===== config.mk =====
export PLATFORM = sky130hd
export DESIGN_NAME = uart_program_loader
export DESIGN_NICKNAME = d
export VERILOG_FILES = /design/src/rtl/uart_program_loader_pkg.sv /design/src/rtl/uart_program_loader_rx.sv /design/src/rtl/uart_program_loader.sv
export SDC_FILE = /design/constraint.sdc
export NUM_CORES = 1
export LEC_CHECK = 0
export CORE_UTILIZATION = 35
export CTS_BUF_LIST = sky130_fd_sc_hd__clkbuf_2 sky130_fd_sc_hd__clkbuf_4 sky130_fd_sc_hd__clkbuf_8
export DETAILED_ROUTE_END_ITERATION = 7
export PLACE_DENSITY = 0.48
export SYNTH_ARGS = -nofsm -noshare
export SYNTH_HDL_FRONTEND = slang
export SYNTH_HIERARCHICAL = 1
export SYNTH_SLANG_ARGS = --single-unit

===== constraint.sdc =====
create_clock -name i_clk -period 4.55 [get_ports i_clk]
set_input_delay 0.455 -clock i_clk [delete_from_list [all_inputs] [get_ports i_clk]]
set_output_delay 0.455 -clock i_clk [all_outputs]
set_load 0.1 [all_outputs]

===== src/rtl/uart_program_loader_pkg.sv =====
// Shared constants and state encodings for the UART program loader.
package uart_program_loader_pkg;

    localparam logic [7:0]  LDR_SYNC = 8'hA5;
    localparam int unsigned WORD_W   = 16;
    localparam int unsigned BYTE_W   = 8;

    typedef enum logic [2:0] {
        IDLE,
        COUNT,
        HI,
        LO,
        CHECK,
        DONE
    } ldr_state_t;

    typedef enum logic [1:0] {
        RX_IDLE,
        RX_START,
        RX_DATA,
        RX_STOP
    } rx_state_t;

endpackage


===== src/rtl/uart_program_loader_rx.sv =====
// 8N1 UART byte receiver: 2-flop synchronizer, mid-bit sampling, valid/framing-error pulses.
module uart_rx
    import uart_program_loader_pkg::*;
#(
    parameter int unsigned CLKS_PER_BIT = 104
) (
    input  logic              i_clk,
    input  logic              i_rst,
    input  logic              i_rx,
    output logic [BYTE_W-1:0] rx_data,
    output logic              byte_valid,
    output logic              frame_err
);

    localparam int unsigned CNT_W = $clog2(CLKS_PER_BIT);
    localparam logic [CNT_W-1:0] CNT_FULL = CNT_W'(CLKS_PER_BIT - 1);
    localparam logic [CNT_W-1:0] CNT_HALF = CNT_W'(CLKS_PER_BIT / 2 - 1);

    logic rx_meta, rx_sync, rx_prev;

    rx_state_t         state, state_d;
    logic [CNT_W-1:0]  cnt, cnt_d;
    logic [2:0]        bit_idx, bit_idx_d;
    logic [BYTE_W-1:0] shift_d;
    logic              byte_valid_d, frame_err_d;

    // Synchronizer plus one extra stage for falling-edge detection
    always_ff @(posedge i_clk) begin
        if (i_rst) begin
            rx_meta <= 1'b1;
            rx_sync <= 1'b1;
            rx_prev <= 1'b1;
        end else begin
            rx_meta <= i_rx;
            rx_sync <= rx_meta;
            rx_prev <= rx_sync;
        end
    end

    always_ff @(posedge i_clk) begin
        if (i_rst) begin
            state      <= RX_IDLE;
            cnt        <= '0;
            bit_idx    <= '0;
            rx_data    <= '0;
            byte_valid <= 1'b0;
            frame_err  <= 1'b0;
        end else begin
            state      <= state_d;
            cnt        <= cnt_d;
            bit_idx    <= bit_idx_d;
            rx_data    <= shift_d;
            byte_valid <= byte_valid_d;
            frame_err  <= frame_err_d;
        end
    end

    always_comb begin
        state_d      = state;
        cnt_d        = cnt;
        bit_idx_d    = bit_idx;
        shift_d      = rx_data;
        byte_valid_d = 1'b0;
        frame_err_d  = 1'b0;
        case (state)
            RX_IDLE: begin
                if (!rx_sync && rx_prev) begin
                    state_d = RX_START;
                    cnt_d   = '0;
                end
            end
            RX_START: begin
                if (cnt == CNT_HALF) begin
                    cnt_d     = '0;
                    bit_idx_d = '0;
                    state_d   = rx_sync ? RX_IDLE : RX_DATA;
                end else begin
                    cnt_d = cnt + CNT_W'(1);
                end
            end
            RX_DATA: begin
                if (cnt == CNT_FULL) begin
                    cnt_d     = '0;
                    shift_d   = {rx_sync, rx_data[BYTE_W-1:1]};
                    bit_idx_d = bit_idx + 3'd1;
                    if (bit_idx == 3'd7) begin
                        state_d = RX_STOP;
                    end
                end else begin
                    cnt_d = cnt + CNT_W'(1);
                end
            end
            RX_STOP: begin
                if (cnt == CNT_FULL) begin
                    cnt_d        = '0;
                    state_d      = RX_IDLE;
                    byte_valid_d = rx_sync;
                    frame_err_d  = !rx_sync;
                end else begin
                    cnt_d = cnt + CNT_W'(1);
                end
            end
            default: state_d = RX_IDLE;
        endcase
    end

endmodule


===== src/rtl/uart_program_loader.sv =====
// Boot loader: receives a framed program image over UART, writes it to program memory, holds the core until verified.
module uart_program_loader
    import uart_program_loader_pkg::*;
#(
    parameter int unsigned CLKS_PER_BIT    = 104,
    parameter int unsigned INST_ADDR_WIDTH = 8
) (
    input  logic                       i_clk,
    input  logic                       i_rst,
    input  logic                       i_rx,
    output logic                       o_core_hold,
    output logic                       o_wr_en,
    output logic [INST_ADDR_WIDTH-1:0] o_wr_addr,
    output logic [WORD_W-1:0]          o_wr_data,
    output logic                       o_done,
    output logic                       o_error
);

    logic [BYTE_W-1:0] rx_data;
    logic              byte_valid;
    logic              frame_err;

    uart_rx #(
        .CLKS_PER_BIT(CLKS_PER_BIT)
    ) u_rx (
        .i_clk     (i_clk),
        .i_rst     (i_rst),
        .i_rx      (i_rx),
        .rx_data   (rx_data),
        .byte_valid(byte_valid),
        .frame_err (frame_err)
    );

    ldr_state_t                 state, state_d;
    logic [BYTE_W-1:0]          count_q, count_d;
    logic [BYTE_W-1:0]          word_cnt, word_cnt_d;
    logic [BYTE_W-1:0]          hi_q, hi_d;
    logic [BYTE_W-1:0]          csum, csum_d;
    logic                       hold_d, wr_en_d, done_d, error_d;
    logic [INST_ADDR_WIDTH-1:0] wr_addr_d;
    logic [WORD_W-1:0]          wr_data_d;

    always_ff @(posedge i_clk) begin
        if (i_rst) begin
            state       <= IDLE;
            count_q     <= '0;
            word_cnt    <= '0;
            hi_q        <= '0;
            csum        <= '0;
            o_core_hold <= 1'b1;
            o_wr_en     <= 1'b0;
            o_wr_addr   <= '0;
            o_wr_data   <= '0;
            o_done      <= 1'b0;
            o_error     <= 1'b0;
        end else begin
            state       <= state_d;
            count_q     <= count_d;
            word_cnt    <= word_cnt_d;
            hi_q        <= hi_d;
            csum        <= csum_d;
            o_core_hold <= hold_d;
            o_wr_en     <= wr_en_d;
            o_wr_addr   <= wr_addr_d;
            o_wr_data   <= wr_data_d;
            o_done      <= done_d;
            o_error     <= error_d;
        end
    end

    always_comb begin
        state_d    = state;
        count_d    = count_q;
        word_cnt_d = word_cnt;
        hi_d       = hi_q;
        csum_d     = csum;
        hold_d     = o_core_hold;
        wr_en_d    = 1'b0;
        wr_addr_d  = o_wr_addr;
        wr_data_d  = o_wr_data;
        done_d     = o_done;
        error_d    = o_error;

        // Address advances the cycle after each strobe
        if (o_wr_en) begin
            wr_addr_d = o_wr_addr + INST_ADDR_WIDTH'(1);
        end

        if (frame_err && state != IDLE && state != DONE) begin
            error_d = 1'b1;
            state_d = IDLE;
        end else if (byte_valid) begin
            case (state)
                IDLE: begin
                    if (rx_data == LDR_SYNC) begin
                        csum_d    = '0;
                        error_d   = 1'b0;
                        wr_addr_d = '0;
                        state_d   = COUNT;
                    end
                end
                COUNT: begin
                    count_d    = rx_data;
                    csum_d     = rx_data;
                    word_cnt_d = '0;
                    state_d    = (rx_data == '0) ? CHECK : HI;
                end
                HI: begin
                    hi_d    = rx_data;
                    csum_d  = csum + rx_data;
                    state_d = LO;
                end
                LO: begin
                    csum_d     = csum + rx_data;
                    wr_en_d    = 1'b1;
                    wr_data_d  = {hi_q, rx_data};
                    word_cnt_d = word_cnt + BYTE_W'(1);
                    state_d    = (9'(word_cnt) + 9'd1 == 9'(count_q)) ? CHECK : HI;
                end
                CHECK: begin
                    if (rx_data == csum) begin
                        hold_d  = 1'b0;
                        done_d  = 1'b1;
                        state_d = DONE;
                    end else begin
                        error_d = 1'b1;
                        state_d = IDLE;
                    end
                end
                DONE: ;
                default: state_d = IDLE;
            endcase
        end
    end

endmodule


==> impl_metrics.tcl, run 1 <==
set metrics [dict create \
    die_h_um 113 \
    path_clk_slew_ns 0.09 \
    power.switching_mw 0.314 \
    drt-total-wl_um 10200 \
    syn_area_um2 4350 \
    syn_to_final_growth_pct 11.3 \
    worstPathCellList "nor2b_1 > nand3b_1 > nor2_1 > nand2_1 > a21oi_1" \
    grtUsageTotal_pct 16.9 \
    maxCapViolations 0 \
    synth-seq-cells 88 \
    antenna_left 0 \
    start_util_pct 36.0 \
    fin_crit_sh_pct 58.2 \
    dp_slack_ns 1.88 \
    rsz0062_at_grt "false" \
    yosys-top-cells-count "88 x dfxtp_1, 61 x nand2_1, 61 x nor2_1, 46 x a21oi_1, 19 x mux2i_1" \
    hold_start "u_rx/rx_meta$_SDFF_PP1_" \
    routed_via_density 5.22 \
    hold_violations 0 \
    routedWlPerCell_um 14.8 \
    fp.dieArea_um2 12900 \
    n_antenna_cell 0 \
    synthCells 503 \
    cp-start-kind "flop" \
    power_density_nw_per_um2 273 \
    worst_pin_slew_ns 1.20 \
    hold_slack_ns 0.422 \
    finalWorstSetupSlack_ns 1.90 \
    drv_slew 0 \
    grt-ovfl-total 0 \
    dp.cells 672 \
    cts_buffers 9 \
    timing.fmax_mhz 377 \
    skew_ns 0.00952 \
    p_clk_share_pct 39.4 \
    min_period_ns 2.65 \
    synthesis.nets 520 \
    ys_seq_area_share_pct 40.5 \
    synthFlopType "dfxtp_1" \
    gp_congestion 0.822 \
    fill_cells 1283 \
    status "finished, final reports clean" \
    r2r_start "state[0]$_SDFFE_PP0P_" \
    p_seq_share_pct 58.7 \
    clockBufferDepth 2 \
    drc 0 \
    grt_pass1_wl_um 17100 \
    maxSlewHeadroom_pct 19.8 \
    fin_nets 532 \
    leakagePower_nw 1.78 \
    p_int_mw 1.00 \
    synth_top_area_share_pct 40.5 \
    endpoint_kind "flop" \
    core_um2 12100 \
    use_met1_pct 22.1 \
    num_vias 3592 \
    io_pins 31 \
    cts_resized 0 \
    cpMaxStageDelayCell "nor2_1" \
    power_switching_share_pct 23.8 \
    ys_types 72 \
    cts_tree "done" \
    antenna_found_initial 0 \
    first_iter_violations 148 \
    clockRootBuffer "clkbuf_8" \
    vdd_ir_drop_max_uv 181 \
    synthTopCellsByArea "dfxtp_1 41%, a21oi_1 5.3%, nand2_1 5.3%" \
    max_stage_delay_ns 1.05 \
    critPathRequiredTime_ns 4.85 \
    dr.pass1.iters 4 \
    busiest_layer "met2" \
    drive_above_1_share_pct 6.73 \
    grt_start_max_net_pins 54 \
    cts_max_level 3 \
    std_cell_rows 40 \
    arrival_ns 2.95 \
    tns_ns 0 \
    place_hpwl_um 6740 \
    avgSynthCellArea_um2 8.64 \
    hp-class "reg -> reg" \
    combPwrFrac_pct 1.9 \
    post_cts_buffers 0 \
    cts.sinks 88 \
    die_x_um 113 \
    hold_buffers 0 \
    cp_max_fo 16 \
    finalSetupViolCount 0 \
    synth_most_common_cell "dfxtp_1" \
    synth-async-reset-ratio_pct 0 \
    worstSkewPairLatency_ns 0.37 \
    grt_pass1_vias 3500 \
    yosysWarnings 6 \
    p_total_mw 1.32 \
    use_met3_pct 4.78 \
    io_buffers 30 \
    final_cell_count_no_fill 688 \
    crit_type "reg -> reg" \
    yosysTopAreaCell "dfxtp_1" \
    gr-usage-met2_pct 27.1 \
    synth_edf_count 0 \
    startpoint "state[0]$_SDFFE_PP0P_" \
]
cell families (layout without fill, tap and decap cells):
kind of cell	Yosys count	in the layout	synth area share (%)
mux	20	20	4.64
buf+inv	38	55	5.41
xor+xnor	22	22	4.43
compound gates	113	113	16.6
simple gates	208	208	24.2
fa+ha+maj	14	14	4.20
flops	88	88	40.5
worst paths after layout:
check | endpoint | slack, ns | depth (start not counted)
setup / recovery | o_wr_data[14]$_SDFFE_PP0P_ | 1.90 | 5
hold reg to reg | u_rx/rx_sync$_SDFF_PP1_ | 0.42 | 1
hold / removal | u_rx/rx_sync$_SDFF_PP1_ | 0.42 | 1
setup reg to reg | o_wr_data[14]$_SDFFE_PP0P_ | 1.90 | 5
layer usage:
metal	vias to the layer above	wire, µm	part of all wire [%]
met3	16	314	3.1
met4	0	136	1.3
met1	1717	5050	50
li1	1811	-	-
met5	-	0	0
met2	48	4690	46
power by group through the flow:
stage	registers, mW	clock network, mW	logic (mW)
CTS	0.774	0.543	0.0255
global route	0.775	0.573	0.0278
floorplan	0.791	0	0.0183
detailed placement	0.792	0	0.0255
global placement	0.792	0	0.0252
finish	0.774	0.520	0.0250
layout make-up:
class	instances	area, µm²	area share (%)
Clock buffer	12	153	3.16
Clock inverter	4	28.8	0.595
Inverter	8	30.0	0.621
Multi-Input combinational cell	377	2350	48.6
Sequential cell	88	1760	36.4
Tap cell	168	210	4.35
Timing Repair Buffer	31	303	6.26
registers in the layout, indices dropped and copies added (netlist names), 3 cells and up, named ones only:
name,count
hi_q,8
count_q,8
o_wr_addr,8
word_cnt,8
u_rx/rx_data,8
o_wr_data,16
csum,8
u_rx/cnt,7
state,3
u_rx/bit_idx,3
layout by cell type, fill, tap and decap left out, drive strengths merged, types with 5 or more instances in the layout:
master / n
mux2i: 19
ha: 13
nor2: 63
clkdlybuf4s50: 29
inv: 9
a21o: 7
nor3: 14
dfxtp: 88
clkbuf: 12
a21oi: 47
a31oi: 5
a22oi: 10
xnor2: 10
nand2: 61
o21ai: 19
xor2: 12
a211oi: 7
nand3: 19
nand4: 8
worst max-delay path: cells and delay by family (launching register included):
family	cells	cell delay, ns
compound gates	1	0.17
flops	1	0.49
simple gates	4	1.91
metrics by stage:
stage,util [%],cell area (µm²)
5_1_grt,40.1,4830
2_1_floorplan,-,4350
4_1_cts,40.1,4830
3_3_place_gp,38.6,4650
6_report,40.1,4830
3_5_place_dp,38.6,4650
Note: power is estimated with default switching activity, not from simulation.
==> run 2: changes to the inputs <==
clock period = 2.75 ns   (was 4.55 ns; I/O delays follow)
==> run 2 against run 1 <==
Setup slack got worse by 1.5 ns. Hold slack got worse by 0.0038 ns. Maximum frequency rose by 15%. Sequential power rose by 65%. Die area did not move. Register-to-register slack got worse by 1.5 ns. Non-clock buffer count rose by 11. Total power rose by 65%. Via count fell by 1.5%. Utilization rose by 0.16 points. First-iteration DRC count fell by 0.68%. Clock power rose by 63%. Highest routed layer unchanged.
==> impl_metrics.tcl, run 2 (synthesized netlist as in run 1, its figures left out) <==
set metrics [dict create \
    max_stage_delay_ns 0.63 \
    core_um2 12100 \
    grt_pass1_vias 3280 \
    drc 0 \
    layout_common_cells "88 x dfxtp_1, 61 x nor2_1, 61 x nand2_1" \
    die_h_um 113 \
    cts_buffers 9 \
    path_depth 5 \
    die_x_um 113 \
    fill_cells 1282 \
    grt_start_max_net_pins 42 \
    critPathTopFamily "simple AND/OR/NAND/NOR gates" \
    worstSkewPairLatency_ns 0.37 \
    post_cts_buffers 0 \
    routedWlPerCell_um 14.5 \
    reg2reg_setup_slack_ns 0.44 \
    r2r_start "u_rx/rx_data[1]$_SDFFE_PP0P_" \
    min_period_ns 2.31 \
    power_density_nw_per_um2 447 \
    startpoint "u_rx/rx_data[1]$_SDFFE_PP0P_" \
    place_hpwl_um 6870 \
    std_cell_rows 40 \
    drv_slew 0 \
    leakagePower_nw 1.90 \
    cp_max_fo 16 \
    status "finished, final reports clean" \
    endpoint_kind "flop" \
    arrival_ns 2.58 \
    cp-start-kind "flop" \
    endpoint "csum[7]$_SDFFE_PP0P_" \
    finalWorstSetupSlack_ns 0.440 \
    hp-class "reg -> reg" \
    fp.dieArea_um2 12900 \
    rsz0062_at_grt "false" \
    clockBufferDepth 2 \
    layout_commonest_cell "dfxtp_1" \
    hold_buffers 0 \
    fin_crit_sh_pct 84.0 \
    grtUsageTotal_pct 16.5 \
    worst_pin_slew_ns 0.861 \
    final_cell_count_no_fill 698 \
    dr.pass1.iters 4 \
    r2r_end "csum[7]$_SDFFE_PP0P_" \
    dp_slack_ns 0.494 \
    p_total_mw 2.17 \
    top_register "o_wr_data" \
    n_antenna_cell 0 \
    grt-ovfl-total 0 \
    largest_register_ffs 16 \
    drt-total-wl_um 10200 \
    cpMaxStageDelayCell "and3_1" \
    crit_type "reg -> reg" \
    cp_num_buf_inv 0 \
    worstPathCellList "or4_4 > o21ai_2 > and3_1 > nor2_1 > a311oi_1" \
    fin_nets 543 \
    maxSlewHeadroom_pct 42.5 \
    io_pins 31 \
    first_iter_violations 147 \
    vdd_ir_drop_max_uv 327 \
    num_vias 3538 \
    antenna_left 0 \
    routed_via_density 5.07 \
    cts_tree "done" \
    start_util_pct 36.0 \
    dpl_cell_area_um2 4680 \
    cts_max_level 3 \
    finalSetupViolCount 0 \
    dp.cells 683 \
    grt_pass1_wl_um 16600 \
    antenna_found_initial 0 \
    fin_area_um2 4850 \
    io_buffers 30 \
    maxCapViolations 0 \
    reg2regPathDepth 5 \
    clockRootBuffer "clkbuf_8" \
    drive_above_1_share_pct 13.8 \
    hold_violations 0 \
    critPathRequiredTime_ns 3.02 \
    timing.fmax_mhz 433 \
    gp_congestion 0.808 \
    cts.sinks 88 \
    skew_ns 0.0118 \
    cts_resized 0 \
    tns_ns 0 \
    syn_to_final_growth_pct 11.7 \
    path_clk_slew_ns 0.09 \
]
-- run 2: cell count changes in the layout (fill, tap and decap cells not counted), sizes merged --
cell,delta
buf,+39
clkdlybuf4s50,-28
clkbuf,-1
clkinv,+1
clkinvlp,-1
-- run 2: worst min path at each step --
stage / start / endpoint / slack, ns / cells past startpoint
3_3_place_gp: u_rx/rx_meta$_SDFF_PP1_ / u_rx/rx_sync$_SDFF_PP1_ / 0.40 / 1
5_1_grt: i_rx / u_rx/rx_meta$_SDFF_PP1_ / 0.45 / 2
3_5_place_dp: u_rx/rx_meta$_SDFF_PP1_ / u_rx/rx_sync$_SDFF_PP1_ / 0.40 / 1
6_report: u_rx/rx_meta$_SDFF_PP1_ / u_rx/rx_sync$_SDFF_PP1_ / 0.42 / 1
2_1_floorplan: i_rx / u_rx/rx_meta$_SDFF_PP1_ / 0.38 / 1
4_1_cts: u_rx/rx_meta$_SDFF_PP1_ / u_rx/rx_sync$_SDFF_PP1_ / 0.42 / 1
-- run 2: routing by layer --
| metal | wire [µm] | share of wire [%] | global-route usage, % | vias up |
|---|---|---|---|---|
| li1 | - | - | - | 1831 |
| met1 | 5180 | 51 | 21.8 | 1651 |
| met3 | 377 | 3.7 | 5.31 | 8 |
| met4 | 140 | 1.4 | 5.09 | 0 |
| met5 | 0 | 0 | 0 | - |
| met2 | 4460 | 44 | 25.8 | 48 |
-- run 2: final cells by class --
cell class                      count  area [µm²]  share of cell area, %
Inverter                            8        30.0                  0.619
Clock buffer                       11         145                   2.99
Tap cell                          168         210                   4.33
Clock inverter                      4        30.0                  0.619
Multi-Input combinational cell    377        2350                   48.4
Sequential cell                    88        1760                   36.3
Timing Repair Buffer               42         328                   6.75
-- run 2: through the flow --
stage / hold slack, ns / util, %
2_1_floorplan: 0.379 / -
3_3_place_gp: 0.396 / 38.8
3_5_place_dp: 0.401 / 38.8
4_1_cts: 0.424 / 40.2
5_1_grt: 0.448 / 40.2
6_report: 0.418 / 40.2
-- run 2: power breakdown --
part           switching (mW)  internal, mW  leakage [nW]  total [mW]
Combinational          0.0325        0.0114          1.10      0.0439
Clock                   0.485         0.362        0.0892       0.847
Sequential            0.00415          1.28         0.709        1.28
